[config.mk]
export PLATFORM = sky130hd
export DESIGN_NAME = dmem_access_unit
export DESIGN_NICKNAME = d
export VERILOG_FILES = /design/src/rtl/dmem_pkg.sv /design/src/rtl/dmem_load_extend.sv /design/src/rtl/dmem_access_unit.sv
export SDC_FILE = /design/constraint.sdc
export NUM_CORES = 1
export LEC_CHECK = 0
export CORE_MARGIN = 2
export CORE_UTILIZATION = 39
export DETAILED_ROUTE_END_ITERATION = 8
export PLACE_DENSITY = 0.89
export SLEW_MARGIN = 10
export SYNTH_ARGS = -nofsm -noshare
export SYNTH_HDL_FRONTEND = slang
export SYNTH_SLANG_ARGS = --single-unit
export TNS_END_PERCENT = 100
[constraint.sdc]
create_clock -name clk -period 3 [get_ports clk]
set_clock_uncertainty 0.05 [all_clocks]
set_input_delay 0.75 -clock clk [delete_from_list [all_inputs] [get_ports clk]]
set_output_delay 0.75 -clock clk [all_outputs]
set_load 0.05 [all_outputs]
[src/rtl/dmem_pkg.sv]
// Shared definitions for the M-stage data-memory access unit: funct3 codes,
// FSM state encoding and the store-lane helpers.
package dmem_pkg;

    localparam logic [2:0] F3_B  = 3'b000;
    localparam logic [2:0] F3_H  = 3'b001;
    localparam logic [2:0] F3_W  = 3'b010;
    localparam logic [2:0] F3_BU = 3'b100;
    localparam logic [2:0] F3_HU = 3'b101;

    typedef enum logic [1:0] {
        IDLE = 2'd0,
        REQ  = 2'd1,
        WAIT = 2'd2,
        DONE = 2'd3
    } dmem_state_t;

    // Byte enables for a store; lanes shifted past byte 3 fall off the word.
    function automatic logic [3:0] wstrb_of(input logic [2:0] funct3, input logic [1:0] addr_lo);
        logic [3:0] strb;
        case (funct3[1:0])
            2'b00:   strb = 4'b0001 << addr_lo;
            2'b01:   strb = 4'b0011 << addr_lo;
            default: strb = 4'b1111;
        endcase
        return strb;
    endfunction

    function automatic logic [31:0] store_data(input logic [2:0] funct3, input logic [31:0] wdata);
        logic [31:0] data;
        case (funct3[1:0])
            2'b00:   data = {4{wdata[7:0]}};
            2'b01:   data = {2{wdata[15:0]}};
            default: data = wdata;
        endcase
        return data;
    endfunction

    function automatic logic misaligned(input logic [2:0] funct3, input logic [1:0] addr_lo);
        logic bad;
        case (funct3[1:0])
            2'b00:   bad = 1'b0;
            2'b01:   bad = addr_lo[0];
            default: bad = (addr_lo != 2'b00);
        endcase
        return bad;
    endfunction

endpackage

[src/rtl/dmem_load_extend.sv]
// Combinational load formatter: picks the addressed byte/halfword from the raw
// bus word and sign- or zero-extends it to 32 bits.
module dmem_load_extend
    import dmem_pkg::*;
(
    input  logic [2:0]  funct3_i,
    input  logic [1:0]  addr_lo_i,
    input  logic [31:0] raw_i,
    output logic [31:0] result_o
);

    logic [31:0] shifted;

    always_comb begin
        // Bring the addressed lane down to bit 0; bytes beyond the word read as zero.
        shifted  = raw_i >> {addr_lo_i, 3'b000};
        result_o = raw_i;
        case (funct3_i)
            F3_B:    result_o = {{24{shifted[7]}}, shifted[7:0]};
            F3_H:    result_o = {{16{shifted[15]}}, shifted[15:0]};
            F3_BU:   result_o = {24'h0, shifted[7:0]};
            F3_HU:   result_o = {16'h0, shifted[15:0]};
            default: result_o = raw_i;
        endcase
    end

endmodule

[src/rtl/dmem_access_unit.sv]
// M-stage data-memory master: valid/ready request, response wait with timeout,
// load alignment and stall request. Optional DMEM_MISALIGN_CHECK_EN rejects misaligned H/W accesses.
module dmem_access_unit
    import dmem_pkg::*;
#(
    parameter int ADDR_W         = 32,
    parameter int TIMEOUT_CYCLES = 255
) (
    input  logic              clk,
    input  logic              rst,
    input  logic              mem_read_m,
    input  logic              mem_write_m,
    input  logic [2:0]        funct3_m,
    input  logic [ADDR_W-1:0] addr_m,
    input  logic [31:0]       wdata_m,
    output logic [31:0]       rdata_m,
    output logic              stall_mem_m,
    output logic              bus_err_m,
    output logic              req_valid,
    input  logic              req_ready,
    output logic              req_we,
    output logic [ADDR_W-1:0] req_addr,
    output logic [31:0]       req_wdata,
    output logic [3:0]        req_wstrb,
    input  logic              resp_valid,
    input  logic [31:0]       resp_rdata
);

    localparam int CNT_W = (TIMEOUT_CYCLES > 0) ? $clog2(TIMEOUT_CYCLES + 1) : 1;
    localparam logic [CNT_W-1:0] CNT_LIMIT = CNT_W'(TIMEOUT_CYCLES);

    dmem_state_t       state_q, state_d;
    logic [CNT_W-1:0]  cnt_q, cnt_d;
    logic [31:0]       rdata_q, rdata_d;
    logic              bus_err_q, bus_err_d;

    logic              acc;
    logic              misalign;
    logic              timeout_hit;
    logic [31:0]       load_result;

    assign acc = mem_read_m | mem_write_m;

`ifdef DMEM_MISALIGN_CHECK_EN
    assign misalign = misaligned(funct3_m, addr_m[1:0]);
`else
    assign misalign = 1'b0;
`endif

    assign timeout_hit = (TIMEOUT_CYCLES != 0) && (cnt_q == CNT_LIMIT);

    dmem_load_extend u_load_extend (
        .funct3_i  (funct3_m),
        .addr_lo_i (addr_m[1:0]),
        .raw_i     (resp_rdata),
        .result_o  (load_result)
    );

    // Request fields come straight from the M-stage inputs, which the stall holds stable.
    assign req_we    = mem_write_m;
    assign req_addr  = {addr_m[ADDR_W-1:2], 2'b00};
    assign req_wdata = store_data(funct3_m, wdata_m);
    assign req_wstrb = wstrb_of(funct3_m, addr_m[1:0]);

    // Gated by rst so a reset mid-access drops the request and stall in the same cycle.
    assign req_valid   = ~rst & (((state_q == IDLE) & acc & ~misalign) | (state_q == REQ));
    assign stall_mem_m = ~rst & (((state_q == IDLE) & acc) | (state_q == REQ) | (state_q == WAIT));
    assign rdata_m     = rdata_q;
    assign bus_err_m   = bus_err_q;

    always_comb begin
        state_d   = state_q;
        cnt_d     = cnt_q;
        rdata_d   = rdata_q;
        bus_err_d = 1'b0;
        case (state_q)
            IDLE: begin
                if (acc) begin
                    if (misalign) begin
                        state_d   = DONE;
                        bus_err_d = 1'b1;
                        rdata_d   = '0;
                    end else if (req_ready) begin
                        state_d = WAIT;
                        cnt_d   = '0;
                    end else begin
                        state_d = REQ;
                    end
                end
            end
            REQ: begin
                if (req_ready) begin
                    state_d = WAIT;
                    cnt_d   = '0;
                end
            end
            WAIT: begin
                // A response arriving in the limit cycle still wins over the timeout.
                if (resp_valid) begin
                    state_d = DONE;
                    if (!mem_write_m) begin
                        rdata_d = load_result;
                    end
                end else if (timeout_hit) begin
                    state_d   = DONE;
                    bus_err_d = 1'b1;
                    rdata_d   = '0;
                end else begin
                    cnt_d = cnt_q + CNT_W'(1);
                end
            end
            DONE: begin
                state_d = IDLE;
            end
            default: begin
                state_d = IDLE;
            end
        endcase
    end

    always_ff @(posedge clk or posedge rst) begin
        if (rst) begin
            state_q   <= IDLE;
            cnt_q     <= '0;
            rdata_q   <= '0;
            bus_err_q <= 1'b0;
        end else begin
            state_q   <= state_d;
            cnt_q     <= cnt_d;
            rdata_q   <= rdata_d;
            bus_err_q <= bus_err_d;
        end
    end

endmodule

# Word-level counts from Yosys, hierarchy flattened
# Index checks and enable logic that the tools add are counted.
# op_classes
n_shift	3
eq_ne	14
add_sub_neg	1
reduce_logical	8
muxes	20
n_bitwise	7
# ops
operator	count
32-bit case mux with 4 select lines	1
32-bit two-way mux	3
32-bit case mux with 2 select lines	1
8-bit two-way mux	4
32-bit by 5-bit >> shifter with 16-bit output	1
8-bit case mux with 3 select lines	1
2-bit two-way mux	5
2-bit inequality test (second input constant)	5
8-bit by 1-bit adder with 8-bit output (second input constant)	1
8-bit equality test (second input constant)	1
2-bit case mux with 4 select lines	1
4-bit case mux with 2 select lines	1
3-bit equality test (second input constant)	2
3-bit AND reduction	2
2-bit by 1-bit equality test with 1-bit output (second input constant)	2
2-bit equality test (second input constant)	2
2-bit zero test	2
4-bit AND reduction	1
1-bit by 2-bit << shifter with 4-bit output (first input constant)	1
2-bit by 2-bit << shifter with 4-bit output (first input constant)	1
1-bit bitwise AND	3
3-bit by 1-bit equality test with 1-bit output (second input constant)	1
3-bit zero test	1
1-bit two-way mux	3
5 further kinds	7
# totals
out_inout_bits	104
word_cells	57
inputBits	105
register_bits	43

# Depth between registers and ports, before layout
# Gate-level depths: netlist (run 1).
# logic_depth
word_depth	5
ltp_mapped	7
depth_no_buf	6

# Cells and area by module
# From an unflattened synthesis (run 1), not the netlist that was laid out.
# hier_totals
hier_cells	363
area_unflattened_um2	3343.2
# modules_own_cells
module	seq_area_each_um2	area_each_um2	n_inst	cells_per_inst
dmem_access_unit	1076.0	2651.3	1	257
dmem_load_extend	0.0	691.9	1	106

# Worst setup path after synthesis (run 1)
# OpenSTA, ideal clock, no wires.
# synth_path
path_kind	input to output
startpoint	input port funct3_m[0]
endpoint	output port req_wdata[24]
arrival_time_ns	2.481
path_stages	4
t_required_ns	2.200
slack_ns	-0.281
path_buffers	2
cell_sequence	clkbuf_1 buf_2 mux2i_1 o21ai_0
# synth_via
elab_chain_cells	2
elab_cells_between_ends	3
classes_between	eq/ne: 1; mux: 1; reduce/logical: 1
# synth_lines
item	line_no	source
start, declared	dmem_access_unit.sv:13	input logic [2:0] funct3_m,
2-bit by 1-bit equality test with 1-bit output / 2-bit zero test (equally long branches)	dmem_pkg.sv:31	case (funct3[1:0])
32-bit case mux with 2 select lines *	dmem_pkg.sv:31	
end, declared	dmem_access_unit.sv:23	output logic [31:0] req_wdata,
# Every way passes the cells marked *; elsewhere a longest branch is shown, timed or not.

# Worst setup path in the final report (run 1)
# layout_path
startpoint	input port funct3_m[1]
endpoint	output port req_wdata[12]
# Same word-level chain as after synthesis.

==> impl_metrics.toml, run 1 <==
[sta]
period_needed_ns = 2.91
slew_violations = 0
rsz0062_at_grt = "no"
holdWs_ns = 0.453
maxSlewHeadroom_pct = 29.7
finalHoldViolCount = 0
fin_crit_sh_pct = 96.9
worst_pin_slew_ns = 1.05
finalSetupViolCount = 0
max_freq_mhz = 344
fin_setup_tns_ns = 0

[floorplanning]
rows = 32
core_area_sq_um = 7770
io_pins = 209
start_util_pct = 40.4
die_h_microns = 93.7
fp.dieW_microns = 93.7
die_area_sq_um = 8780

[global_route]
grt_use_met1_pct = 32.3
grt_pass1_vias = 3023
grtUsageTotal_pct = 23.6
grt_pass1_wl_microns = 16100
grt_util_met3_pct = 5.22
grtUsageMet2_pct = 36.4
gr-total-overflow = 0
grt_max_degree = 48
busiest_layer = "met2"
antenna_found_initial = 1

[drt]
vias_per_cell = 5.53
dr.pass1.iters = 4
route.antenna.remaining_nets = 0
drcViolationCount = 0
wl_per_cell_microns = 19.3
drt_iter0_markers = 187
vias = 2994
routed_wirelength_microns = 10400

[cts]
cts_resized = 0
cts_setup_buffers = 0
insertion_delay_ns = 0.31
cts-htree-levels = 2
clock_sinks = 43
cts_tree = "yes"
cts_buffers = 5
postCtsHoldBufs = 0
clk_path_buf_depth = 2
cts_root_buffer = "clkbuf_8"
path_clk_slew_ns = 0.09

[finish]
fin_nets = 547
multi_input_area_sq_um = 1630
seqCellArea_sq_um = 1080
nFillCells = 625
fin_area_sq_um = 4790
layoutNonFillerInstCount = 541
layout-drive-gt1-share_pct = 18.9
syn2layout_area_growth_pct = 52.8

[logic_synthesis]
synthTopCellsByArea = "dfrtp_1, buf_4, mux2i_1"
synth_async_sr_flop_share_pct = 100
avgSynthCellArea_sq_um = 9.51
ys_ff_latch = 43
synth.distinct_cells = 48
yosys_warnings = 0
yosysMostFrequentCell = "dfrtp_1"
ys.flop_type = "dfrtp_1"
synth_top_area_cell = "dfrtp_1"
synth_common_cells = "dfrtp_1, buf_4, nand2_1, mux2i_1, a221o_1"
syn_area_sq_um = 3140
seq_area_frac_synth_pct = 34.3
syn_inst = 330
synth-edff-count = 0
synth_top_area_share_pct = 34.3

[critical_path]
critPathKind = "input port to output pin"
worstPathRequired_ns = 2.20
rr_worst_depth = 6
cp-start-kind = "input port"
cp_max_fo = 8
cp_data_arrival_time_ns = 2.11
setup.worst_path.end_class = "output pin"

[pwr]
p_leak_nw = 2.08
ir_drop_mv = 0.485
p_per_area_nw_per_um2 = 779

[placed_design]
dp.final_hpwl_microns = 8160
gp_congestion = 0.861
port_buffers = 146
place_inst = 532
placed_area_sq_um = 4680

[job]
maxCapViolations = 0

[hold_path]
whs_path_depth = 1
hold_class = "flop to flop"

[status]
status = "finished clean"
==> cells in the final DEF (no fill, tap or decap), types with 2 or more instances in the layout <==
| master | netlist | routed |
|---|---|---|
| a21oi_1 | 7 | 7 |
| a221o_1 | 21 | 21 |
| a22o_1 | 4 | 4 |
| a2bb2oi_1 | 6 | 6 |
| and2_1 | 2 | 2 |
| and3_1 | 5 | 5 |
| and4_1 | 2 | 2 |
| buf_12 | 0 | 27 |
| buf_4 | 42 | 26 |
| clkbuf_8 | 0 | 5 |
| clkdlybuf4s50_1 | 0 | 107 |
| conb_1 | 1 | 2 |
| dfrtp_1 | 43 | 43 |
| ha_1 | 5 | 5 |
| inv_1 | 9 | 9 |
| mux2_2 | 18 | 18 |
| mux2i_1 | 22 | 22 |
| nand2_1 | 26 | 26 |
| nand2b_1 | 14 | 14 |
| nand3_1 | 3 | 3 |
| nand4_1 | 3 | 3 |
| nor2_1 | 12 | 11 |
| nor2b_1 | 7 | 7 |
| nor4_1 | 2 | 2 |
| o211ai_1 | 6 | 6 |
| o21ai_0 | 18 | 10 |
| o21ai_1 | 1 | 9 |
| o2bb2ai_1 | 10 | 10 |
| o31ai_1 | 3 | 3 |
| or4_1 | 2 | 2 |
==> critical path, stage by stage <==
cell and delay, ns:
clkdlybuf4s50_1 0.47, nor2_1 0.13, buf_4 0.20, mux2_2 0.36, buf_4 0.19
==> power breakdown <==
group	switching, mW	internal (mW)	leakage (nW)
Combinational	1.41	0.898	1.47
Sequential	0.155	0.802	0.554
Clock	0.218	0.248	0.0581
==> cell type report <==
| type | instances | share of cell area [%] |
|---|---|---|
| Clock inverter | 3 | 0.914 |
| Timing Repair Buffer | 160 | 37.7 |
| Tap cell | 102 | 2.66 |
| Antenna cell | 1 | 0.0522 |
| Clock buffer | 5 | 1.44 |
| Sequential cell | 43 | 22.4 |
| Inverter | 9 | 0.705 |
| Multi-Input combinational cell | 218 | 34.1 |
==> logic make-up after synthesis <==
logic type / share of synthesized area [%]
and+or+nand+nor: 13.9
muxes: 14.2
AOI/OAI and AO/OA: 21.7
other: 0.120
DFF: 34.3
adders and majority gates: 1.99
buffers and inverters: 13.8
==> final timing paths <==
path | startpoint | endpoint | slack [ns]
setup / recovery | funct3_m[1] | req_wdata[12] | 0.09
hold / removal | rdata_m[1] | rdata_m[1] | 0.45
setup reg to reg | state_q[0] | rdata_m[23] | 0.53
hold reg to reg | rdata_m[1] | rdata_m[1] | 0.45
max in group asynchronous | rst | rdata_m[23] | 1.63
min in group asynchronous | rst | cnt_q[0] | 0.89
==> layer usage <==
metal | up-vias | part of all wire [%]
met5 | - | 0
met4 | 0 | 2.3
met3 | 22 | 7.2
met2 | 141 | 48
met1 | 1437 | 42
li1 | 1394 | -
==> flip-flops by register name (all words and copies together), names as in the netlist <==
signal,flops
bus_err_m,1
cnt_q,8
rdata_m,32
state_q,2
==> stage by stage <==
stage	total power, mW	utilization [%]	worst slack (ns)
6_report	3.73	61.7	0.0919
5_1_grt	3.91	61.7	0.0135
4_1_cts	3.74	61.7	0.0885
3_5_place_dp	3.27	60.2	-0.0828
3_3_place_gp	3.22	60.2	0.0287
2_1_floorplan	2.50	-	0.0545
No activity file was read; power rests on OpenSTA's default activity.
==> run 2: changes to the inputs <==
Settings changed: CORE_UTILIZATION 39 to 33, PLACE_DENSITY 0.89 to 0.8.
Clock period 3 ns to 2.4 ns, I/O delays scaled along.
==> impl_metrics.toml, run 2 (synthesis results as in run 1) <==
[hold_path]
min_from = "rdata_m[0]"
hold_class = "flop to flop"

[critical_path]
crit_start = "addr_m[1]"
slowest_delay_ns = 0.34
cp-start-kind = "input port"
cp_max_fo = 6
critPathKind = "input port to output pin"
cp_data_arrival_time_ns = 1.72
rr_startpoint = "state_q[0]"
slowest_stage = "a211o_2"
worstPathRequired_ns = 1.75
path_cells = "dlygate4sd2_1 -> buf_4 -> nor2b_1 -> a211o_2 -> buf_12"
setup.worst_path.end_class = "output pin"

[finish]
diodes = 0
fin_area_sq_um = 5010
layout_common_cells = "clkdlybuf4s50_1, dfrtp_1, buf_4, nand2_1, buf_12"
syn2layout_area_growth_pct = 59.7
largest_register_ffs = 32
utilization_pct = 54.2
nFillCells = 795
fin_nets = 564
layout_commonest_cell = "clkdlybuf4s50_1"
layout-drive-gt1-share_pct = 25.5

[drt]
wl_per_cell_microns = 17.3
route.antenna.remaining_nets = 0
dr.pass1.iters = 4
vias = 3005
drcViolationCount = 0
vias_per_cell = 5.15
drt_iter0_markers = 117
routed_wirelength_microns = 10100

[floorplanning]
die_h_microns = 101
fp.dieW_microns = 101
rows = 35
core_area_sq_um = 9240
start_util_pct = 33.9
die_area_sq_um = 10300
io_pins = 209

[placed_design]
dp.final_hpwl_microns = 8190
port_buffers = 146
placed_area_sq_um = 4830
gp_congestion = 0.883

[global_route]
gr-total-overflow = 0
antenna_found_initial = 0
grt_pass1_wl_microns = 15500
grt_pass1_vias = 2951
grt_max_degree = 27
grtUsageTotal_pct = 19.1

[cts]
clock_sinks = 43
clk_path_buf_depth = 2
insertion_delay_ns = 0.29
cts_setup_buffers = 0
postCtsHoldBufs = 0
cts_buffers = 5
path_clk_slew_ns = 0.09
cts-htree-levels = 2
cts_root_buffer = "clkbuf_8"
cts_tree = "yes"

[pwr]
p_per_area_nw_per_um2 = 966
ir_drop_mv = 0.604
power_mw = 4.84
p_leak_nw = 2.18

[sta]
period_needed_ns = 2.37
maxSlewHeadroom_pct = 53.6
max_freq_mhz = 422
fin_crit_sh_pct = 98.7
finalHoldViolCount = 0
finalSetupViolCount = 0
rsz0062_at_grt = "no"
holdWs_ns = 0.450
fin_setup_tns_ns = 0
slew_violations = 0
worst_pin_slew_ns = 0.694

[job]
maxCapViolations = 0

[status]
status = "finished clean"
[run 2: cell count changes in the layout (fill, tap and decap cells not counted), sizes merged]
| cell | previous run | this run |
|---|---|---|
| buf | 53 | 71 |
| clkdlybuf4s50 | 107 | 102 |
| dlygate4sd2 | 0 | 2 |
| bufinv | 1 | 2 |
| clkdlybuf4s15 | 0 | 1 |
| clkinv | 2 | 1 |
| clkinvlp | 0 | 1 |
| diode | 1 | 0 |
| dlymetal6s2s | 0 | 1 |
| inv | 9 | 8 |
[run 2: report_power, final]
part | leakage [nW] | total, mW | internal [mW] | switching [mW]
Sequential | 0.554 | 1.19 | 1.00 | 0.191
Combinational | 1.56 | 2.96 | 1.16 | 1.80
Clock | 0.0644 | 0.684 | 0.415 | 0.269
[run 2: cell type report]
type	instances	area (sq um)	share of cell area [%]
timing repair buffer	177	1910	38.1
tap	129	161	3.22
multi-input combinational	218	1690	33.8
clock inverter	3	67.6	1.35
sequential	43	1080	21.5
clock buffer	5	68.8	1.37
inverter	9	33.8	0.674
[run 2: what timing repair did]
action	4_1_cts	5_1_grt
pin swaps	1	2
setup endpoints to repair	37	22
gates resized for setup	10	6
[run 2: metrics by stage]
step                      instances  worst slack, ns
after floorplan                 331           0.0441
after global placement          576           -0.299
after detailed placement        576           -0.368
after CTS                       584          0.00840
after global routing            584          0.00219
final                           584           0.0313
[run 2: final timing paths]
kind                                end  slack, ns  depth (start not counted)
setup / recovery           req_wstrb[2]       0.03                          5
hold / removal               rdata_m[0]       0.45                          1
setup reg to reg            rdata_m[14]       0.24                          8
hold reg to reg              rdata_m[0]       0.45                          1
max in group asynchronous    rdata_m[5]       1.12                          3
min in group asynchronous   rdata_m[19]       0.66                          2
[run 2: critical path: cells and delay by family]
| family | cells | cell delay, ns |
|---|---|---|
| compound gates | 1 | 0.34 |
| buf+inv | 3 | 0.63 |
| simple gates | 1 | 0.15 |
[run 2: layer usage]
metal	track usage [%]	routed length, microns
met5	0	0
met2	33.0	4950
met4	3.43	155
met3	6.56	975
met1	23.2	4020
==> run 3: changes to the inputs <==
Settings changed: SKIP_CTS_REPAIR_TIMING set to 1.
==> impl_metrics.toml, run 3 (synthesis results as in run 1) <==
[cts]
cts_buffers = 5
path_clk_slew_ns = 0.09
cts-htree-levels = 2
cts_root_buffer = "clkbuf_8"
clk_path_buf_depth = 2
clock_sinks = 43
cts_tree = "yes"
insertion_delay_ns = 0.29

[critical_path]
cp_max_fo = 3
cp-start-kind = "input port"
path_buf_inv = 3
slowest_delay_ns = 0.42
cp_top_family = "buffers and inverters"
cp_data_arrival_time_ns = 1.72
worstPathRequired_ns = 1.75
critPathKind = "input port to output pin"
setup.worst_path.end_class = "output pin"
path_cells = "clkdlybuf4s50_1 -> buf_4 -> o21a_1 -> nor2_2 -> a21oi_2 -> buf_12"
slowest_stage = "clkdlybuf4s50_1"

[floorplanning]
core_area_sq_um = 9240
fp.dieW_microns = 101
rows = 35
die_h_microns = 101
die_area_sq_um = 10300
io_pins = 209
start_util_pct = 33.9

[sta]
period_needed_ns = 2.37
holdWs_ns = 0.450
fin_crit_sh_pct = 98.7
setup_slack_ns = 0.0304
slew_violations = 0
finalSetupViolCount = 0
maxSlewHeadroom_pct = 54.3
rsz0062_at_grt = "yes"
max_freq_mhz = 422
finalHoldViolCount = 0
worst_pin_slew_ns = 0.684

[drt]
vias = 2990
wl_per_cell_microns = 17.3
vias_per_cell = 5.12
drt_iter0_markers = 148
drcViolationCount = 0
dr.pass1.iters = 4
routed_wirelength_microns = 10100
route.antenna.remaining_nets = 0

[global_route]
grt_max_degree = 27
grt_pass1_vias = 2965
antenna_found_initial = 0
gr-total-overflow = 0
grt_pass1_wl_microns = 15500
grtUsageTotal_pct = 19.0

[placed_design]
gp_congestion = 0.883
dp.final_hpwl_microns = 8190
pre_cts_slack_ns = -0.368
placed_area_sq_um = 4830
port_buffers = 146

[pwr]
power_mw = 4.83
p_per_area_nw_per_um2 = 967
p_leak_nw = 2.19
ir_drop_mv = 0.657

[finish]
nFillCells = 799
fin_area_sq_um = 5000
multi_input_area_sq_um = 1690
largest_register_ffs = 32
layout_common_cells = "clkdlybuf4s50_1, buf_4, dfrtp_1, nand2_1, buf_12"
fin_nets = 564
seqCellArea_sq_um = 1080
syn2layout_area_growth_pct = 59.4
utilization_pct = 54.1
layout-drive-gt1-share_pct = 25.3
layout_commonest_cell = "clkdlybuf4s50_1"
diodes = 0

[hold_path]
hold_class = "flop to flop"

[status]
status = "finished clean"

[job]
maxCapViolations = 0
[run 3: changes by cell type in the layout (fill, tap and decap cells not counted), sizes merged]
| cell | previous run | this run |
|---|---|---|
| dlymetal6s2s | 1 | 3 |
| clkdlybuf4s15 | 1 | 0 |
| dlygate4sd2 | 2 | 0 |
| clkdlybuf4s50 | 102 | 103 |
[run 3: metrics by stage]
step                      setup TNS (ns)  cells
after floorplan                        0    331
after global placement            -10.46    576
after detailed placement          -12.70    576
after CTS                          -5.00    584
after global routing             -0.0891    584
final                                  0    584
[run 3: worst register-to-register path: stages, from the launching register on]
cell,delay [ns]
dfrtp_1,0.41
inv_1,0.13
ha_1,0.18
buf_4,0.15
nand2b_1,0.09
nor3_1,0.43
nor2_2,0.09
buf_12,0.18
a221o_1,0.35
[run 3: worst paths after layout]
kind                        startpoint          end  slack, ns  cells past startpoint
setup / recovery           mem_write_m  stall_mem_m       0.03                      6
hold / removal              rdata_m[0]   rdata_m[0]       0.45                      1
setup reg to reg            state_q[0]  rdata_m[14]       0.24                      8
hold reg to reg             rdata_m[0]   rdata_m[0]       0.45                      1
max in group asynchronous          rst   rdata_m[5]       1.12                      3
min in group asynchronous          rst  rdata_m[19]       0.67                      2
[run 3: layout make-up]
type,count,share of cell area (%)
clock inverters,3,1.35
repair buffers,177,38.1
well taps,129,3.23
clock buffers,5,1.38
inverters,9,0.676
multi-input cells,218,33.8
flip-flops and latches,43,21.5
[run 3: per-layer routing]
metal	share of wire, %	GRT usage, %	vias up	routed length, microns
li1	-	-	1426	-
met1	41	23.3	1420	4110
met2	49	32.5	130	5000
met3	8.7	6.56	14	879
met4	1.4	4.26	0	142
met5	0	0	-	0
[run 3: power breakdown]
group | switching (mW) | internal [mW] | leakage [nW] | total (mW)
registers | 0.191 | 1.00 | 0.554 | 1.19
clock network | 0.265 | 0.415 | 0.0644 | 0.680
logic | 1.80 | 1.16 | 1.57 | 2.96
